### config.mk
export PLATFORM = sky130hd
export DESIGN_NAME = stopwatch_ctrl
export DESIGN_NICKNAME = d
export VERILOG_FILES = /design/src/rtl/stopwatch_ctrl_pkg.sv /design/src/rtl/stopwatch_ctrl_btn_debounce.sv /design/src/rtl/stopwatch_ctrl.sv
export SDC_FILE = /design/constraint.sdc
export NUM_CORES = 1
export LEC_CHECK = 0
export BUFFER_PORTS_ARGS = -buffer_cell sky130_fd_sc_hd__clkbuf_2
export CORE_MARGIN = 2
export CORE_UTILIZATION = 39
export DETAILED_ROUTE_END_ITERATION = 16
export PLACE_DENSITY_LB_ADDON = 0.2
export SKIP_LAST_GASP = 1
export SLEW_MARGIN = 10
export SYNTH_ARGS = -nofsm -noshare
export SYNTH_HDL_FRONTEND = slang
export SYNTH_SLANG_ARGS = --single-unit
export TNS_END_PERCENT = 20
### constraint.sdc
create_clock -name clk -period 5.22 [get_ports clk]
set_clock_uncertainty 0.15 [all_clocks]
set_input_delay 0.522 -clock clk [delete_from_list [all_inputs] [get_ports clk]]
set_output_delay 0.522 -clock clk [all_outputs]
set_load 0.05 [all_outputs]
### src/rtl/stopwatch_ctrl_pkg.sv
// rtl/stopwatch_ctrl_pkg.sv - shared state encodings and helpers for the stopwatch control sequencer
// Purpose: state type, state width and state decode helpers used by stopwatch_ctrl.
// Ports: none (package).
package stopwatch_ctrl_pkg;

   localparam int STATE_W = 2;

   typedef enum logic [STATE_W-1:0] {
      ST_IDLE  = 2'b00,
      ST_RUN   = 2'b01,
      ST_PAUSE = 2'b10,
      ST_LAP   = 2'b11
   } state_t;

   // The prescaler advances (and the counter is fed) in both RUN and LAP.
   function automatic logic is_running(input state_t s);
      return (s == ST_RUN) || (s == ST_LAP);
   endfunction

endpackage

### src/rtl/stopwatch_ctrl_btn_debounce.sv
// rtl/stopwatch_ctrl_btn_debounce.sv - button synchroniser, debouncer and press one-shot
// Purpose: turns one raw asynchronous button into a single-cycle press pulse.
// Ports:
//   clk    in   system clock, rising edge
//   rst_n  in   asynchronous active-low reset
//   btn    in   raw button level, active-high, asynchronous
//   press  out  1-cycle pulse on each debounced rising edge
module btn_debounce #(
   parameter int DB_CYCLES = 2
) (
   input  logic clk,
   input  logic rst_n,
   input  logic btn,
   output logic press
);

   localparam int             CW   = (DB_CYCLES > 1) ? $clog2(DB_CYCLES) : 1;
   localparam logic [CW-1:0]  LAST = CW'(DB_CYCLES - 1);

   logic          sync1;
   logic          sync2;
   logic          level;
   logic [CW-1:0] cnt;

   // cnt counts consecutive synced samples that disagree with the debounced
   // level; the DB_CYCLES-th such sample flips the level.  Any agreeing
   // sample restarts the count, which is what rejects short glitches.
   always_ff @(posedge clk or negedge rst_n) begin
      if (!rst_n) begin
         sync1 <= 1'b0;
         sync2 <= 1'b0;
         level <= 1'b0;
         cnt   <= '0;
         press <= 1'b0;
      end else begin
         sync1 <= btn;
         sync2 <= sync1;
         press <= 1'b0;
         if (sync2 == level) begin
            cnt <= '0;
         end else if (cnt == LAST) begin
            cnt   <= '0;
            level <= sync2;
            press <= sync2;
         end else begin
            cnt <= cnt + 1'b1;
         end
      end
   end

endmodule

### src/rtl/stopwatch_ctrl.sv
// rtl/stopwatch_ctrl.sv - stopwatch control sequencer: buttons, RUN/PAUSE/LAP FSM, tick prescaler
// Purpose: conditions the three buttons, sequences the stopwatch states, feeds
//          the seconds counter and owns the frozen lap display value.
// Ports:
//   clk, rst_n       clock (rising edge), asynchronous active-low reset
//   start_stop_btn   raw start/stop button
//   reset_btn        raw clear button
//   lap_btn          raw lap button
//   seconds_in       live count from the seconds counter
//   count_en         1-cycle increment strobe to the counter
//   clear            1-cycle synchronous clear strobe to the counter
//   display          live value, or the frozen lap value while in LAP
//   running          1 in RUN or LAP
//   lap_active       1 in LAP
//   state            IDLE=00, RUN=01, PAUSE=10, LAP=11
module stopwatch_ctrl
   import stopwatch_ctrl_pkg::*;
#(
   parameter int CLK_HZ    = 10,
   parameter int DB_CYCLES = 2,
   parameter int CNT_W     = 8
) (
   input  logic             clk,
   input  logic             rst_n,
   input  logic             start_stop_btn,
   input  logic             reset_btn,
   input  logic             lap_btn,
   input  logic [CNT_W-1:0] seconds_in,
   output logic             count_en,
   output logic             clear,
   output logic [CNT_W-1:0] display,
   output logic             running,
   output logic             lap_active,
   output logic [1:0]       state
);

   localparam int            PW       = (CLK_HZ > 1) ? $clog2(CLK_HZ) : 1;
   localparam logic [PW-1:0] PRE_LAST = PW'(CLK_HZ - 1);

   state_t        st;
   logic [PW-1:0] presc;
   logic          start_press;
   logic          reset_press;
   logic          lap_press;

   btn_debounce #(.DB_CYCLES(DB_CYCLES)) u_start_db (
      .clk   (clk),
      .rst_n (rst_n),
      .btn   (start_stop_btn),
      .press (start_press)
   );

   btn_debounce #(.DB_CYCLES(DB_CYCLES)) u_reset_db (
      .clk   (clk),
      .rst_n (rst_n),
      .btn   (reset_btn),
      .press (reset_press)
   );

   btn_debounce #(.DB_CYCLES(DB_CYCLES)) u_lap_db (
      .clk   (clk),
      .rst_n (rst_n),
      .btn   (lap_btn),
      .press (lap_press)
   );

   // count_en is registered from the prescaler's last value, so the first
   // strobe lands CLK_HZ cycles after RUN is entered with the prescaler at 0.
   always_ff @(posedge clk or negedge rst_n) begin
      if (!rst_n) begin
         st       <= ST_IDLE;
         presc    <= '0;
         count_en <= 1'b0;
         clear    <= 1'b0;
         display  <= '0;
      end else begin
         count_en <= is_running(st) && (presc == PRE_LAST) && !reset_press;
         clear    <= reset_press;
         if (reset_press) begin
            // Reset outranks every other press in the same cycle.
            st      <= ST_IDLE;
            presc   <= '0;
            display <= seconds_in;
         end else begin
            // PAUSE keeps the partial second; IDLE pins the prescaler at 0.
            if (is_running(st)) begin
               presc <= (presc == PRE_LAST) ? '0 : presc + 1'b1;
            end else if (st == ST_IDLE) begin
               presc <= '0;
            end
            display <= seconds_in;
            case (st)
               ST_IDLE: begin
                  if (start_press) st <= ST_RUN;
               end
               ST_RUN: begin
                  if (start_press)    st <= ST_PAUSE;
                  else if (lap_press) st <= ST_LAP;
               end
               ST_PAUSE: begin
                  if (start_press) st <= ST_RUN;
               end
               ST_LAP: begin
                  // Staying in LAP freezes the value captured on entry.
                  if (start_press)    st <= ST_PAUSE;
                  else if (lap_press) st <= ST_RUN;
                  else                display <= display;
               end
            endcase
         end
      end
   end

   assign state      = st;
   assign running    = is_running(st);
   assign lap_active = (st == ST_LAP);

endmodule

==> summary.txt, run 1 <==
Total Wirelength - 1.761 mm
cts bufs inserted - 5
CP Launch Point - state[0]
yosys warns - 0
ANT nets after route - 0
crit share post-route - 38.49%
Vias/cell - 4.851
CTS H-Tree Depth - 2
Worst-Skew Late Latency - 0.33 ns
Top reg by flops - display
HP Class - input port to async pin
Area Growth Syn to Fin - 18.97%
Reg2Reg Depth - 3
max FFs per register - 8
full die area - 3574 µm²
worst vdd ir - 0.0001998 V
clock sink count - 31
Seq cells post-synth - 31
drc violations - 0
Synth area leader - dfrtp_1
largest net degree at the start of global routing - 32
Worst R2R End - display[5]
Max Cap Viol - 0
Core Region - 3003 µm²
CTS tree - done
area of the multi-input gates - 391.6 µm²
Vias - 747
hold buffer count at cts - 0
crit path DAT - 1.34 ns
register area share after synthesis - 63.92%
CTS clock-pin slew for the worst setup and hold paths - 0.10 ns
fin. max-slew vios - 0
port bufs - 26
average cell area after synthesis - 13.49 µm²
FP Rows - 20
number of global-route vias before repair - 721
first-pass GRT wire length - 3.022 mm
synthesized area - 1214 µm²
CP startpoint kind - register
fin util - 48.08%
R2R Setup Slk - 3.37 ns
Synth top area share - 63.92%
final hold violations - 0
Reg area - 775.7 µm²
dpl cell area - 1358 µm²
Post-Syn Instances - 90
Iter 0 DRT Violations - 12
Post-DP HPWL - 1.251 mm
Fill cells - 273
final setup violation count - 0
Setup Buffers After CTS - 0
RePlAce Congestion - 0.7062
Final Critical Period - 2.009 ns
worst slew pin tran - 0.7288 ns
die height - 59.79 µm
Crit Reg-Reg Startpoint - state[0]
outcome - finished, final reports clean
post-route cell area - 1444 µm²
Initial Util - 40.42%
Setup CP Type - register to output pin
# diodes - 0
Fmax achieved - 0.4977 GHz
Clock Tree Buf Depth - 2
Max FO, Critical Path - 9
CTS resizes - 0
DR WL/cell - 11.44 µm
Boundary Pins - 27
PwrDens - 523.3 nW/µm²
share of post-route cells with drive strength above 1 - 36.36%
chip width - 59.79 µm
syn nets - 105
total track usage - 12.14%
drt pass-1 iters - 4
leak pwr - 0.7243 nW
final net count - 135
Slew HR - 51.41%
Overflow after GRT - 0
synth unique cells - 23
worst setup path end - lap_active
top post-synthesis cells by area - dfrtp_1 64%, mux2_4 9.9%, xnor2_1 2.9%, o21ai_0 2.5%, nand2_1 2.5%
RSZ-0062 raised after global routing - no
initial antenna violation count - 0
Crit. End Element - output pin
Clock Tree Root - clkbuf_4
Setup TNS - 0 ns
Req. time, crit path - 4.55 ns
## worst max-delay path, cell delays in order, from the launching register on
cell,delay (ns)
dfrtp_1,0.57
and2_1,0.18
clkbuf_2,0.27
## power by group
part / internal (mW) / leakage [nW] / switching [mW]
clock network: 0.113 / 0.0482 / 0.0784
logic: 0.0790 / 0.290 / 0.138
registers: 0.294 / 0.386 / 0.0534
total: 0.486 / 0.724 / 0.270
## cell families after synthesis
family,Yosys count,share of synthesized area [%]
buffers and inverters,8,3.814
xor gates and xnor gates,4,2.886
adders and majority gates,2,2.062
and+or+nand+nor,26,11.55
DFF,31,63.92
AOI/OAI and AO/OA,9,4.227
muxes,10,11.55
## worst min path at each step
stage,slack [ns],depth (start not counted),endpoint
after CTS,0.10,1,display[0]
after floorplan,0.08,0,clear
final,0.09,1,u_reset_db.cnt
after detailed placement,0.19,0,u_lap_db.sync2
after global placement,0.18,0,u_lap_db.sync2
after global routing,0.11,1,u_start_db.sync1
## synth_stat cells, drive strengths merged
library cell and count:
a21oi 1, and2 1, buf 3, dfrtp 31, ha 2, inv 5
mux2 8, mux2i 2, nand2 8, nand2b 3, nand3 1, nand3b 1
nor2 8, nor2b 1, nor3b 1, o211ai 1, o21ai 6, o32ai 1
or4 1, or4b 1, xnor2 4
## layout make-up
type / count / share of cell area (%)
Clock buffer: 6 / 3.553
Clock inverter: 2 / 2.426
Inverter: 5 / 1.300
Multi-Input combinational cell: 51 / 27.12
Sequential cell: 31 / 53.73
Tap cell: 33 / 2.860
Timing Repair Buffer: 26 / 9.012
## stage by stage
| stage | instances | hold WS, ns | power (mW) | worst slack (ns) |
|---|---|---|---|---|
| after global placement | 146 | 0.1826 | 0.5636 | 3.412 |
| final | 154 | 0.08924 | 0.7556 | 3.211 |
| after CTS | 154 | 0.1022 | 0.7662 | 3.177 |
| after floorplan | 90 | 0.07641 | 0.5276 | 3.153 |
| after global routing | 154 | 0.1083 | 0.8061 | 3.103 |
| after detailed placement | 146 | 0.1896 | 0.5727 | 3.356 |
## routing by layer
| metal | vias to the layer above | share of wire [%] | GRT usage, % |
|---|---|---|---|
| met2 | 26 | 43 | 18.01 |
| met3 | 6 | 6.8 | 4.545 |
| li1 | 359 | - | - |
| met5 | - | 0 | 0 |
| met1 | 356 | 48 | 13.97 |
| met4 | 0 | 3.0 | 9.524 |
## layout by cell type (no fill, tap or decap)
master | netlist | layout
or4_1 | 1 | 1
nand2b_4 | 1 | 1
nor3b_1 | 1 | 1
nand3_1 | 1 | 1
clkbuf_4 | 0 | 5
and2_1 | 1 | 1
clkinv_2 | 0 | 1
o211ai_1 | 1 | 1
a21oi_1 | 1 | 1
dfrtp_1 | 31 | 31
mux2i_1 | 2 | 2
or4b_4 | 1 | 1
xnor2_1 | 4 | 4
nand2b_1 | 2 | 2
inv_1 | 5 | 5
nand3b_1 | 1 | 1
mux2_4 | 8 | 8
nand2_1 | 8 | 8
o32ai_1 | 1 | 1
o21ai_0 | 6 | 6
nor2_1 | 8 | 8
bufinv_16 | 0 | 1
ha_1 | 2 | 2
nor2b_1 | 1 | 1
clkbuf_8 | 0 | 1
clkbuf_2 | 0 | 26
Power figures use the tool's default switching activity.
==> inputs of run 2 (changes only) <==
--- a/config.mk
+++ b/config.mk
@@ -5,6 +5,7 @@
 export SDC_FILE = /design/constraint.sdc
 export NUM_CORES = 1
 export LEC_CHECK = 0
+export ABC_AREA = 1
 export BUFFER_PORTS_ARGS = -buffer_cell sky130_fd_sc_hd__clkbuf_2
 export CORE_MARGIN = 2
 export CORE_UTILIZATION = 39
==> constraint.sdc (replaced) <==
create_clock -name clk -period 1.8 [get_ports clk]
set_clock_uncertainty 0.15 [all_clocks]
set_input_delay 0.18 -clock clk [delete_from_list [all_inputs] [get_ports clk]]
set_output_delay 0.18 -clock clk [all_outputs]
set_load 0.05 [all_outputs]
==> summary.txt, run 2 <==
outcome - finished, final reports clean (unchanged)
Iter 0 DRT Violations - 41 (was 12)
Boundary Pins - 27 (unchanged)
asr flop ratio synth - 100.0% (unchanged)
RePlAce Congestion - 0.7279 (was 0.7062)
Setup CP Type - register to output pin (unchanged)
full die area - 3657 µm² (was 3574 µm²)
Synth top area share - 62.37% (was 63.92%)
largest net degree at the start of global routing - 32 (unchanged)
syn nets - 136 (was 105)
Area Growth Syn to Fin - 26.66% (was 18.97%)
fin. max-slew vios - 0 (unchanged)
port bufs - 26 (unchanged)
initial antenna violation count - 0 (unchanged)
number of global-route vias before repair - 883 (was 721)
crit path DAT - 1.29 ns (was 1.34 ns)
worst slew pin tran - 0.7455 ns (was 0.7288 ns)
cts bufs inserted - 5 (unchanged)
Final Critical Period - 1.624 ns
CTS clock-pin slew for the worst setup and hold paths - 0.08 ns (was 0.10 ns)
Synth area leader - dfrtp_1 (unchanged)
first-pass GRT wire length - 3.726 mm (was 3.022 mm)
share of post-route cells with drive strength above 1 - 24.54% (was 36.36%)
register area share after synthesis - 62.37% (was 63.92%)
Vias/cell - 4.488 (was 4.851)
max FFs per register - 8 (unchanged)
most frequent cells in the layout - 32 x nand2_1, 31 x dfrtp_1, 26 x clkbuf_2, 12 x nand3_1, 12 x dlygate4sd3_1 (was 31 x dfrtp_1, 26 x clkbuf_2, 8 x nor2_1, 8 x nand2_1, 8 x mux2_4)
Max Cap Viol - 0 (unchanged)
Initial Util - 40.74% (was 40.42%)
Crit. End Element - output pin (unchanged)
Synth top cells by count - 32 x nand2_1, 31 x dfrtp_1, 12 x nand3_1, 10 x a21oi_1, 10 x inv_1 (was 31 x dfrtp_1, 8 x mux2_4, 8 x nand2_1, 8 x nor2_1, 6 x o21ai_0)
Top reg by flops - display (unchanged)
Req. time, crit path - 1.47 ns (was 4.55 ns)
Max FO, Critical Path - 7 (was 9)
placed cells - 189 (was 146)
Post-Syn Instances - 121 (was 90)
Vias - 929 (was 747)
chip width - 60.47 µm (was 59.79 µm)
Slew HR - 50.30% (was 51.41%)
FP Rows - 20 (unchanged)
Setup TNS - 0 ns (unchanged)
# diodes - 0 (unchanged)
Post-DP HPWL - 1.502 mm (was 1.251 mm)
RSZ-0062 raised after global routing - no (unchanged)
crit share post-route - 90.24%
yosys warns - 0 (unchanged)
clock sink count - 31 (unchanged)
ANT nets after route - 0 (unchanged)
Seq cells post-synth - 31 (unchanged)
CTS tree - done (unchanged)
CTS H-Tree Depth - 2 (unchanged)
leak pwr - 0.8150 nW (was 0.7243 nW)
dpl cell area - 1414 µm² (was 1358 µm²)
worst vdd ir - 0.0005740 V (was 0.0001998 V)
Worst-Skew Late Latency - 0.32 ns (was 0.33 ns)
DR WL/cell - 10.40 µm (was 11.44 µm)
top post-synthesis cells by area - dfrtp_1 62%, nand2_1 9.7%, nand3_1 4.8%, a21oi_1 4.0%, nor2_8 3.2% (was dfrtp_1 64%, mux2_4 9.9%, xnor2_1 2.9%, o21ai_0 2.5%, nand2_1 2.5%)
final net count - 179 (was 135)
final hold violations - 0 (unchanged)
Fmax achieved - 0.6157 GHz
die height - 60.47 µm (was 59.79 µm)
PwrDens - 1702 nW/µm² (was 523.3 nW/µm²)
Setup Buffers After CTS - 0 (unchanged)
hold_ws - 0.2011 ns (was 0.08924 ns)
post-route cell area - 1575 µm² (was 1444 µm²)
drt pass-1 iters - 5 (was 4)
Clock Tree Buf Depth - 2 (unchanged)
Post-synth EDFFs - 0 (unchanged)
Post-synth top flop - dfrtp_1 (unchanged)
total track usage - 14.34% (was 12.14%)
final setup violation count - 0 (unchanged)
Tot Pwr - 2.681 mW (was 0.7556 mW)
synth unique cells - 17 (was 23)
average cell area after synthesis - 10.28 µm² (was 13.49 µm²)
Clock Tree Root - clkbuf_4 (unchanged)
Core Region - 3053 µm² (was 3003 µm²)
drc violations - 0 (unchanged)
most frequent cell after synthesis - nand2_1 (was dfrtp_1)
Fill cells - 290 (was 273)
CP startpoint kind - register (unchanged)
most common cell after layout, fill and taps aside - nand2_1 (was dfrtp_1)
Final Non-Filler Cells - 207 (was 154)
HP Class - register to register (was input port to async pin)
Overflow after GRT - 0 (unchanged)
Total Wirelength - 2.152 mm (was 1.761 mm)
synthesized area - 1244 µm² (was 1214 µm²)
run 2: cell families after synthesis:
kind of cell | after synthesis | share of synthesized area, %
buffers and inverters | 12 | 4.225
and+or+nand+nor | 59 | 24.04
adders and majority gates | 2 | 2.012
DFF | 31 | 62.37
AOI/OAI and AO/OA | 16 | 6.640
xor gates and xnor gates | 1 | 0.7044
run 2: per-stage QoR:
stage / worst slack, ns / utilization (%)
3_3_place_gp: 0.4509 / 46.31
2_1_floorplan: 0.1752 / -
3_5_place_dp: 0.4041 / 46.31
6_report: 0.1757 / 51.60
4_1_cts: 0.1440 / 51.60
5_1_grt: 0.06598 / 51.60
run 2: what timing repair did:
| action | in CTS | in global routing |
|---|---|---|
| gates resized for setup | 0 | 0 |
| hold buffers | 12 | 0 |
| endpoints found under the hold margin | 42 | 0 |
run 2: worst paths after layout:
check / from / endpoint / slack (ns) / cells after the start
max reg2reg: state[0] / state[1] / 0.42 / 7
min reg2reg: u_reset_db.sync1 / u_reset_db.sync2 / 0.20 / 0
min: u_reset_db.sync1 / u_reset_db.sync2 / 0.20 / 0
max in group asynchronous: rst_n / u_reset_db.sync1 / 0.73 / 2
max: state[0] / lap_active / 0.18 / 3
min in group asynchronous: rst_n / display[1] / 0.29 / 2
run 2: final cells by class:
class / count / area, µm² / area share, %
Sequential cell: 31 / 775.7 / 49.25
Timing Repair Buffer: 38 / 250.2 / 15.89
Inverter: 10 / 37.54 / 2.383
Multi-Input combinational cell: 78 / 415.4 / 26.37
Tap cell: 44 / 55.05 / 3.495
Clock buffer: 6 / 41.29 / 2.621
run 2: critical path, cell delays in order, from the launching register on:
cell and delay, ns:
dfrtp_1 0.46, nand2_2 0.14, inv_1 0.09, clkbuf_2 0.27
run 2: per-layer routing:
metal	vias up	part of all wire [%]	track usage [%]
met5	-	0	0
met4	0	3.1	10.25
met3	8	5.4	4.691
met2	26	47	22.52
met1	416	45	16.53
li1	479	-	-
run 2: power breakdown:
part	internal, mW	switching [mW]	total [mW]	leakage [nW]
registers	0.922	0.170	1.09	0.383
clock network	0.139	0.212	0.351	0.0242
logic	0.343	0.896	1.24	0.408
total	1.40	1.28	2.68	0.815
==> inputs of run 3 (changes only) <==
--- a/config.mk
+++ b/config.mk
@@ -15,5 +15,6 @@
 export SLEW_MARGIN = 10
 export SYNTH_ARGS = -nofsm -noshare
 export SYNTH_HDL_FRONTEND = slang
+export SYNTH_HIERARCHICAL = 1
 export SYNTH_SLANG_ARGS = --single-unit
 export TNS_END_PERCENT = 20
==> summary.txt, run 3 <==
die height - 60.61 µm (was 60.47 µm)
Clock Tree Root - clkbuf_4 (unchanged)
Crit. End Element - output pin (unchanged)
ANT nets after route - 0 (unchanged)
final setup violation count - 0 (unchanged)
full die area - 3674 µm² (was 3657 µm²)
syn nets - 142 (was 136)
PwrDens - 1613 nW/µm² (was 1702 nW/µm²)
# diodes - 0 (unchanged)
post-route cell area - 1609 µm² (was 1575 µm²)
Top reg by flops - display (unchanged)
HP Class - register to register (unchanged)
Initial Util - 40.94% (was 40.74%)
clock sink count - 31 (unchanged)
CTS H-Tree Depth - 2 (unchanged)
Seq cells post-synth - 31 (unchanged)
final net count - 185 (was 179)
Clock Tree Buf Depth - 2 (unchanged)
total track usage - 14.12% (was 14.34%)
outcome - finished, final reports clean (unchanged)
crit path DAT - 1.22 ns (was 1.29 ns)
drc violations - 0 (unchanged)
Post-synth top flop - dfrtp_1 (unchanged)
Slew HR - 51.95% (was 50.30%)
worst vdd ir - 0.0007032 V (was 0.0005740 V)
number of global-route vias before repair - 891 (was 883)
crit share post-route - 85.97% (was 90.24%)
Hold Startpoint - u_reset_db/sync1 (was u_reset_db.sync1)
Vias - 923 (was 929)
Max Cap Viol - 0 (unchanged)
drt pass-1 iters - 4 (was 5)
most frequent cells in the layout - 31 x nand2_1, 31 x dfrtp_1, 26 x clkbuf_2, 20 x inv_1, 15 x nor2_1 (was 32 x nand2_1, 31 x dfrtp_1, 26 x clkbuf_2, 12 x nand3_1, 12 x dlygate4sd3_1)
max FFs per register - 8 (unchanged)
Post-Syn Instances - 127 (was 121)
RSZ-0062 raised after global routing - no (unchanged)
initial antenna violation count - 0 (unchanged)
chip width - 60.61 µm (was 60.47 µm)
Final Critical Period - 1.547 ns (was 1.624 ns)
Area Growth Syn to Fin - 28.73% (was 26.66%)
DR WL/cell - 9.567 µm (was 10.40 µm)
Reg2Reg Depth - 5 (was 7)
leak pwr - 0.8644 nW (was 0.8150 nW)
register area share after synthesis - 62.06% (was 62.37%)
Vias/cell - 4.293 (was 4.488)
Post-DP HPWL - 1.447 mm (was 1.502 mm)
Setup TNS - 0 ns (unchanged)
cts bufs inserted - 5 (unchanged)
first-pass GRT wire length - 3.643 mm (was 3.726 mm)
Req. time, crit path - 1.47 ns (about the same)
FP Rows - 20 (unchanged)
Iter 0 DRT Violations - 60 (was 41)
synthesized area - 1250 µm² (was 1244 µm²)
synth unique cells - 17 (unchanged)
Total Wirelength - 2.057 mm (was 2.152 mm)
Synth top cells by count - 31 x dfrtp_1, 31 x nand2_1, 20 x inv_1, 15 x nor2_1, 8 x o21ai_2 (was 32 x nand2_1, 31 x dfrtp_1, 12 x nand3_1, 10 x a21oi_1, 10 x inv_1)
Synth area leader - dfrtp_1 (unchanged)
final hold violations - 0 (unchanged)
worst slew pin tran - 0.7207 ns (was 0.7455 ns)
yosys warns - 6 (was 0)
Synth top area share - 62.06% (was 62.37%)
port bufs - 26 (unchanged)
fin. max-slew vios - 0 (unchanged)
top post-synthesis cells by area - dfrtp_1 62%, nand2_1 9.3%, inv_1 6.0%, o21ai_2 5.6%, nor2_1 4.5% (was dfrtp_1 62%, nand2_1 9.7%, nand3_1 4.8%, a21oi_1 4.0%, nor2_8 3.2%)
fin util - 52.70% (was 51.60%)
pre-CTS WS - 0.5263 ns (was 0.4041 ns)
CP startpoint kind - register (unchanged)
CTS tree - done (unchanged)
Boundary Pins - 27 (unchanged)
R2R Setup Slk - 0.53 ns (was 0.42 ns)
CTS clock-pin slew for the worst setup and hold paths - 0.09 ns (was 0.08 ns)
Fmax achieved - 0.6462 GHz (was 0.6157 GHz)
Max FO, Critical Path - 6 (was 7)
Post-synth EDFFs - 0 (unchanged)
Setup Buffers After CTS - 0 (unchanged)
RePlAce Congestion - 0.6938 (was 0.7279)
Crit Reg-Reg Startpoint - state[1] (was state[0])
dpl cell area - 1420 µm² (was 1414 µm²)
Worst-Skew Late Latency - 0.32 ns (about the same)
CTS resizes - 0 (unchanged)
Overflow after GRT - 0 (unchanged)
Core Region - 3053 µm² (unchanged)
hold buffer count at cts - 12 (unchanged)
largest net degree at the start of global routing - 32 (unchanged)
fin worst setup slack - 0.2525 ns (was 0.1757 ns)
Worst R2R End - display[7] (was state[1])
share of post-route cells with drive strength above 1 - 26.90% (was 24.54%)
average cell area after synthesis - 9.842 µm² (was 10.28 µm²)
Hold Path Depth - 0 (unchanged)
Worst Hold Path EP - u_reset_db/sync2 (was u_reset_db.sync2)
asr flop ratio synth - 100.0% (unchanged)
Setup CP Type - register to output pin (unchanged)
## run 3: cell types whose count changed after synthesis, sizes merged
| cell | delta |
|---|---|
| nand4 | +1 |
| nand2 | -3 |
| or2 | -3 |
| xnor2 | -1 |
| nand3 | -6 |
| nor3 | -2 |
| o22ai | -1 |
| nor2 | +10 |
| inv | +11 |
| xor2 | +1 |
| a21oi | -10 |
| o21ai | +9 |
## run 3: kinds of logic (layout without fill, tap and decap cells)
kind of cell | count (synthesis) | in the layout | share of synthesized area, %
flops | 31 | 31 | 62.06
simple gates | 56 | 56 | 19.62
compound gates | 14 | 14 | 8.108
fa+ha+maj | 2 | 2 | 2.002
buf+inv | 23 | 67 | 7.507
xor+xnor | 1 | 1 | 0.7008
## run 3: metrics by stage
step / power [mW] / instances / hold WS (ns)
final: 2.595 / 215 / 0.2030
after global routing: 2.810 / 215 / 0.2269
after CTS: 2.637 / 215 / 0.2073
after detailed placement: 2.152 / 195 / 0.1373
after global placement: 2.112 / 195 / 0.1226
after floorplan: 1.921 / 127 / -0.2656
## run 3: how the worst max path moves through the flow
stage / from / to / slack [ns]
after floorplan: state[0] / display[0] / 0.09
after global placement: state[1] / display[3] / 0.56
after detailed placement: state[1] / display[7] / 0.53
after CTS: state[1] / lap_active / 0.22
after global routing: state[1] / lap_active / 0.16
final: state[1] / lap_active / 0.25
## run 3: metal layers
layer  up-vias  global-route usage (%)  wire [µm]
li1        473                       -          -
met1       432                   15.70        858
met2        16                   22.73       1098
met3         2                   7.036         80
met4         0                   6.522         20
met5         -                       0          0
## run 3: critical path: stages (launching register included)
cell      delay, ns
dfrtp_1        0.45
nand2_1        0.09
inv_2          0.08
clkbuf_2       0.27
## run 3: layout make-up
| type | instances | area, µm² |
|---|---|---|
| fill | 288 | 1444 |
| sequential | 31 | 775.7 |
| multi-input combinational | 73 | 380.4 |
| timing repair buffer | 38 | 250.2 |
| inverter | 21 | 78.83 |
| clock buffer | 8 | 68.82 |
| tap | 44 | 55.05 |
## run 3: report_power, final
group	total [mW]	internal, mW	switching [mW]
Sequential	1.08	0.906	0.176
Combinational	1.06	0.286	0.774
Clock	0.452	0.230	0.223
